[src/rtl/sar_scan_pkg.sv]
// Shared types and defaults for the SAR channel scan controller.
package sar_scan_pkg;
    localparam int NCH_D  = 18;
    localparam int NBIT_D = 10;
    localparam int SW_D   = 4;
    localparam int CHW    = 5;
    localparam int SMIN   = 2;

    typedef enum logic [2:0] {
        IDLE,
        SEL,
        HOLD,
        BIT,
        DONE
    } state_t;
endpackage

[src/rtl/sar_ch_pick.sv]
// Round-robin finder: lowest set mask bit above ptr, else lowest set bit.
module sar_ch_pick
    import sar_scan_pkg::*;
#(
    parameter int NCH = NCH_D,
    parameter int CW  = CHW
) (
    input  logic [NCH-1:0] mask,
    input  logic [CW-1:0]  ptr,
    output logic [CW-1:0]  nxt,
    output logic           vld
);
    always_comb begin
        nxt = '0;
        vld = |mask;
        // Descending scans leave the lowest match; above-ptr hits override the wrap pick.
        for (int i = NCH - 1; i >= 0; i--) begin
            if (mask[i]) nxt = CW'(i);
        end
        for (int i = NCH - 1; i >= 0; i--) begin
            if (mask[i] && (CW'(i) > ptr)) nxt = CW'(i);
        end
    end
endmodule

[src/rtl/sar_scan_ctl.sv]
// Round-robin SAR scan controller driving the shared comparator/DAC.
module sar_scan_ctl
    import sar_scan_pkg::*;
#(
    parameter int NCH  = NCH_D,
    parameter int NBIT = NBIT_D,
    parameter int SW   = SW_D
) (
    input  logic             clk,
    input  logic             rst,
    input  logic             enable,
    input  logic [NCH-1:0]   ch_mask,
    input  logic [SW-1:0]    settle_cyc,
    input  logic             comp_o,
    output logic             dac1_en,
    output logic [NBIT-1:0]  dac1,
    output logic [NCH-1:0]   cmp_sel,
    output logic             ad_rst,
    output logic             ad_hold,
    output logic             busy,
    output logic             adc_vld,
    output logic [CHW-1:0]   adc_ch,
    output logic [NBIT-1:0]  adc_dat
);
    localparam int BW = $clog2(NBIT);

    state_t          state_q, state_d;
    logic [CHW-1:0]  ptr_q, ptr_d;
    logic [SW-1:0]   cnt_q, cnt_d;
    logic [BW-1:0]   bit_q, bit_d;
    logic [NBIT-1:0] res_q, res_d;
    logic [1:0]      sync_q, sync_d;

    logic            dac1_en_q, dac1_en_d;
    logic [NBIT-1:0] dac1_q, dac1_d;
    logic [NCH-1:0]  cmp_sel_q, cmp_sel_d;
    logic            ad_rst_q, ad_rst_d;
    logic            ad_hold_q, ad_hold_d;
    logic            busy_q, busy_d;
    logic            adc_vld_q, adc_vld_d;
    logic [CHW-1:0]  adc_ch_q, adc_ch_d;
    logic [NBIT-1:0] adc_dat_q, adc_dat_d;

    logic [CHW-1:0]  pick_nxt;
    logic            pick_vld;
    logic [SW-1:0]   s_eff;
    logic            phase_end;
    logic            go;
    logic            comp_s;
    logic            act;

    sar_ch_pick #(.NCH(NCH), .CW(CHW)) u_pick (
        .mask (ch_mask),
        .ptr  (ptr_q),
        .nxt  (pick_nxt),
        .vld  (pick_vld)
    );

    assign s_eff     = (settle_cyc < SW'(SMIN)) ? SW'(SMIN) : settle_cyc;
    assign phase_end = (cnt_q == s_eff);
    assign go        = enable && pick_vld;
    assign comp_s    = sync_q[1];
    assign sync_d    = {sync_q[0], comp_o};

    always_comb begin
        state_d = state_q;
        ptr_d   = ptr_q;
        cnt_d   = cnt_q;
        bit_d   = bit_q;
        res_d   = res_q;
        unique case (state_q)
            IDLE: begin
                if (go) begin
                    state_d = SEL;
                    ptr_d   = pick_nxt;
                    cnt_d   = '0;
                    res_d   = '0;
                end
            end
            SEL: begin
                if (phase_end) begin
                    state_d = HOLD;
                    cnt_d   = '0;
                end else begin
                    cnt_d = cnt_q + 1'b1;
                end
            end
            HOLD: begin
                state_d = BIT;
                bit_d   = BW'(NBIT - 1);
                cnt_d   = '0;
            end
            BIT: begin
                if (phase_end) begin
                    res_d[bit_q] = comp_s;
                    cnt_d        = '0;
                    if (bit_q == '0) state_d = DONE;
                    else             bit_d   = bit_q - 1'b1;
                end else begin
                    cnt_d = cnt_q + 1'b1;
                end
            end
            DONE: begin
                if (go) begin
                    state_d = SEL;
                    ptr_d   = pick_nxt;
                    cnt_d   = '0;
                    res_d   = '0;
                end else begin
                    state_d = IDLE;
                end
            end
            default: state_d = IDLE;
        endcase
        // Dropping enable aborts any phase; the pointer is kept.
        if (!enable) state_d = IDLE;
    end

    // Outputs are decoded from the next state so they can be registered.
    always_comb begin
        act       = (state_d != IDLE);
        busy_d    = act;
        dac1_en_d = act;
        cmp_sel_d = act ? ({{(NCH-1){1'b0}}, 1'b1} << ptr_d) : '0;
        ad_rst_d  = (state_d == SEL);
        ad_hold_d = (state_d inside {HOLD, BIT});
        dac1_d    = (state_d == BIT) ? (res_d | (NBIT'(1) << bit_d)) : '0;
        adc_vld_d = (state_d == DONE);
        adc_ch_d  = adc_vld_d ? ptr_d : adc_ch_q;
        adc_dat_d = adc_vld_d ? res_d : adc_dat_q;
    end

    always_ff @(posedge clk or posedge rst) begin
        if (rst) begin
            state_q   <= IDLE;
            ptr_q     <= CHW'(NCH - 1);
            cnt_q     <= '0;
            bit_q     <= '0;
            res_q     <= '0;
            sync_q    <= '0;
            dac1_en_q <= 1'b0;
            dac1_q    <= '0;
            cmp_sel_q <= '0;
            ad_rst_q  <= 1'b0;
            ad_hold_q <= 1'b0;
            busy_q    <= 1'b0;
            adc_vld_q <= 1'b0;
            adc_ch_q  <= '0;
            adc_dat_q <= '0;
        end else begin
            state_q   <= state_d;
            ptr_q     <= ptr_d;
            cnt_q     <= cnt_d;
            bit_q     <= bit_d;
            res_q     <= res_d;
            sync_q    <= sync_d;
            dac1_en_q <= dac1_en_d;
            dac1_q    <= dac1_d;
            cmp_sel_q <= cmp_sel_d;
            ad_rst_q  <= ad_rst_d;
            ad_hold_q <= ad_hold_d;
            busy_q    <= busy_d;
            adc_vld_q <= adc_vld_d;
            adc_ch_q  <= adc_ch_d;
            adc_dat_q <= adc_dat_d;
        end
    end

    assign dac1_en = dac1_en_q;
    assign dac1    = dac1_q;
    assign cmp_sel = cmp_sel_q;
    assign ad_rst  = ad_rst_q;
    assign ad_hold = ad_hold_q;
    assign busy    = busy_q;
    assign adc_vld = adc_vld_q;
    assign adc_ch  = adc_ch_q;
    assign adc_dat = adc_dat_q;
endmodule

[config.mk]
export PLATFORM = sky130hd
export DESIGN_NAME = sar_scan_ctl
export DESIGN_NICKNAME = d
export VERILOG_FILES = /design/src/rtl/sar_scan_pkg.sv /design/src/rtl/sar_ch_pick.sv /design/src/rtl/sar_scan_ctl.sv
export SDC_FILE = /design/constraint.sdc
export NUM_CORES = 1
export LEC_CHECK = 0
export BUFFER_PORTS_ARGS = -buffer_cell sky130_fd_sc_hd__buf_4
export CORE_UTILIZATION = 45
export CTS_CLUSTER_DIAMETER = 200
export DETAILED_ROUTE_END_ITERATION = 10
export GPL_TIMING_DRIVEN = 0
export PLACE_DENSITY = 0.67
export SYNTH_ARGS = -nofsm -noshare
export SYNTH_HDL_FRONTEND = slang
export SYNTH_SLANG_ARGS = --single-unit
[constraint.sdc]
create_clock -name clk -period 6.12 [get_ports clk]
set_clock_uncertainty 0.2 [all_clocks]
set_input_delay 0.306 -clock clk [delete_from_list [all_inputs] [get_ports clk]]
set_output_delay 0.306 -clock clk [all_outputs]
set_load 0.005 [all_outputs]
==> run_results.csv <==
group,metric,value,unit
die,std_cell_rows,34,
critical_path,cp_data_required_time,6.13,ns
yosys,yosys.area.top_type,"dfrtp_1",
pwr,total_leakage_power,2.33,nW
critical_path,rrSetupSlack,3.12,ns
critical_path,worstPathMaxFanout,8,
yosys,synth_nets,455,
clock_network,cts_buffers,9,
pwr,power_density,284,nW/um2
critical_path,reg2reg_depth,9,
yosys,synth.area.top_cells,"dfrtp_1 (45%), o21ai_0 (4.0%), nand2_1 (3.8%)",
flow_run,cap_viol_max_count,0,
clock_network,htreeDepth,3,
yosys,synth-main-ff-cell,"dfrtp_1",
sta,setup_violations,0,
yosys,synth_cell_types,72,
place,finalWeightedCongestion,0.880,
finish,fin_cells,622,
die,die_area,9500,um2
sta,final.min_clock_period,3.00,ns
sta,slew_viol_final,0,
hold_path,whs_endpoint,"state_q[0]",
clock_network,post-cts-setup-buffers,0,
die,fp.coreArea,8760,um2
yosys,avgSynthCellArea,9.67,um2
finish,layout_common_cells,"buf_4 (73), dfrtp_1 (73), nand2_1 (42)",
routing,drc,0,
finish,diodes,0,
clock_network,cts_resized,0,
pwr,vdd_ir_drop_max,272,uV
routing,wirelength,10700,um
routing,ant_nets,0,
sta,worst_pin_slew,1.01,ns
place,place_area,4780,um2
sta,hold_violations,0,
place,io_buffers,72,
die,die_x,97.5,um
yosys,ys_ff_latch,75,
yosys,synthArstFlopShare,1.00,
sta,rsz0062_at_grt,"false",
finish,nets,540,
hold_path,holdPathStages,3,
clock_network,cts_max_path_buffers,2,
die,fp.dieH,97.5,um
die,ios,74,
grt,grt_pass1_vias,3473,
pwr,power,1.42,mW
routing,wire_per_inst,17.3,um
place,place_inst,604,
finish,syn2layout_area_growth,21.4,%
grt,grt_max_degree,76,
critical_path,reg2reg_from,"bit_q[0]",
critical_path,critPathLaunch,"bit_q[0]",
finish,drive_gt1_frac,0.249,
yosys,seq_area_frac_synth,0.458,
sta,clock.fmax,334,MHz
die,start_util,0.468,
yosys,yosys_warnings,0,
clock_network,clock-sinks,75,
grt,grt_pass1_wl,17500,um
clock_network,clock_latency,0.35,ns
critical_path,cp-start-kind,"register",
place,hpwl,7960,um
critical_path,crit_path_end_kind,"register",
routing,first_pass_iters,5,
sta,relSlewSlack,0.315,
routing,route.vias.total,3687,
routing,drt-initial-drc-count,153,
critical_path,crit_arrival,3.01,ns
hold_path,hold_start,"enable",
finish,final_area,4980,um2
clock_network,path_clk_slew,0.09,ns
yosys,synth_area,4100,um2
yosys,synth_top_area_frac,0.446,
grt,antenna_found_initial,0,
sta,fin_crit_sh,0.490,
yosys,synth_edf_count,0,
clock_network,cts_tree,"built",
grt,grt.total_usage,0.230,
sta,final.setup.tns,0,ns
yosys,syn_inst,424,
critical_path,r2r_end,"cmp_sel[1]",
critical_path,path_class,"register to register",
outcome,status,"finished clean",
hold_path,worstHoldPathType,"input port to register",
grt,gr-total-overflow,0,
sta,whs,0.0593,ns
routing,via_per_inst,5.93,
clock_network,cts_root_buffer,"clkbuf_8",
[cell type report]
type | count | area (um2)
sequential | 75 | 1880
clock buffer | 11 | 141
multi-input combinational | 305 | 2030
buffer | 17 | 91.3
clock inverter | 5 | 37.5
timing repair buffer | 74 | 561
tap | 108 | 135
fill | 800 | 3790
inverter | 27 | 106
[where the power goes]
| part | switching (mW) | internal, mW |
|---|---|---|
| sequential | 0.0354 | 0.537 |
| clock | 0.189 | 0.160 |
| combinational | 0.317 | 0.177 |
[flip-flops by register name, indices dropped and copies added, names as in the netlist, 2 cells and up]
register and flops:
cmp_sel 18, adc_dat 10, dac1 10, res_q 10, adc_ch 5, ptr_q 5
bit_q 4, cnt_q 4, state_q 3, sync_q 2
[per-stage QoR]
stage,util,setup WS (ns)
4_1_cts,0.568,3.12
6_report,0.568,3.12
3_5_place_dp,0.545,2.95
2_1_floorplan,-,3.66
5_1_grt,0.568,2.87
3_3_place_gp,0.545,2.89
[cell usage after synthesis (all sizes together) (4+ instances only)]
cell type / number
dfrtp: 73
nand2: 43
o21ai: 33
inv: 27
nor2: 23
nand3: 22
nor4: 16
nor3: 13
a21oi: 11
nor2b: 11
a31oi: 10
buf: 10
and2: 7
clkbuf: 7
nand2b: 7
o32ai: 7
and3: 5
ha: 5
mux2: 5
a22o: 4
a22oi: 4
a32oi: 4
mux2i: 4
o211ai: 4
o2bb2ai: 4
o31ai: 4
or3: 4
xnor2: 4
[worst max-delay path by stage]
stage / endpoint / slack [ns] / cells past startpoint
final: cmp_sel[1] / 3.12 / 9
after global routing: cmp_sel[1] / 2.87 / 9
after CTS: cmp_sel[1] / 3.12 / 9
after detailed placement: cmp_sel[1] / 2.95 / 7
after global placement: cnt_q[3] / 2.89 / 2
after floorplan: cmp_sel[16] / 3.66 / 9
[metal layers]
metal,share of wire,vias up,global-route usage
met5,0,-,0
met4,0.0094,0,0.0532
met3,0.063,10,0.0626
met2,0.47,109,0.366
met1,0.46,1818,0.313
li1,-,1750,-
[cell families (layout without fill, tap and decap cells)]
kind of cell,after synthesis,in the layout,synth area share
XOR/XNOR,5,5,0.0107
flip-flops,75,75,0.458
multiplexers,9,9,0.0244
adder cells (fa/ha/maj),5,5,0.0153
buffers and inverters,44,134,0.0476
AND/OR/NAND/NOR,165,165,0.219
AO/OA/AOI/OAI,121,121,0.225
[critical path, stage by stage (launching register included)]
cell and delay, ns:
dfrtp_1 0.48, inv_1 0.16, ha_1 0.21, and2_1 0.13, clkbuf_1 0.27, nand2_1 0.16
nor4b_1 0.56, o311ai_2 0.29, nand3b_2 0.32, nor3_1 0.08
[timing repair]
action | 4_1_cts | 5_1_grt
endpoints found under the setup margin | 0 | 0
hold buffers | 2 | 0
endpoints found under the hold margin | 41 | 0
No activity file was read; power rests on OpenSTA's default activity.
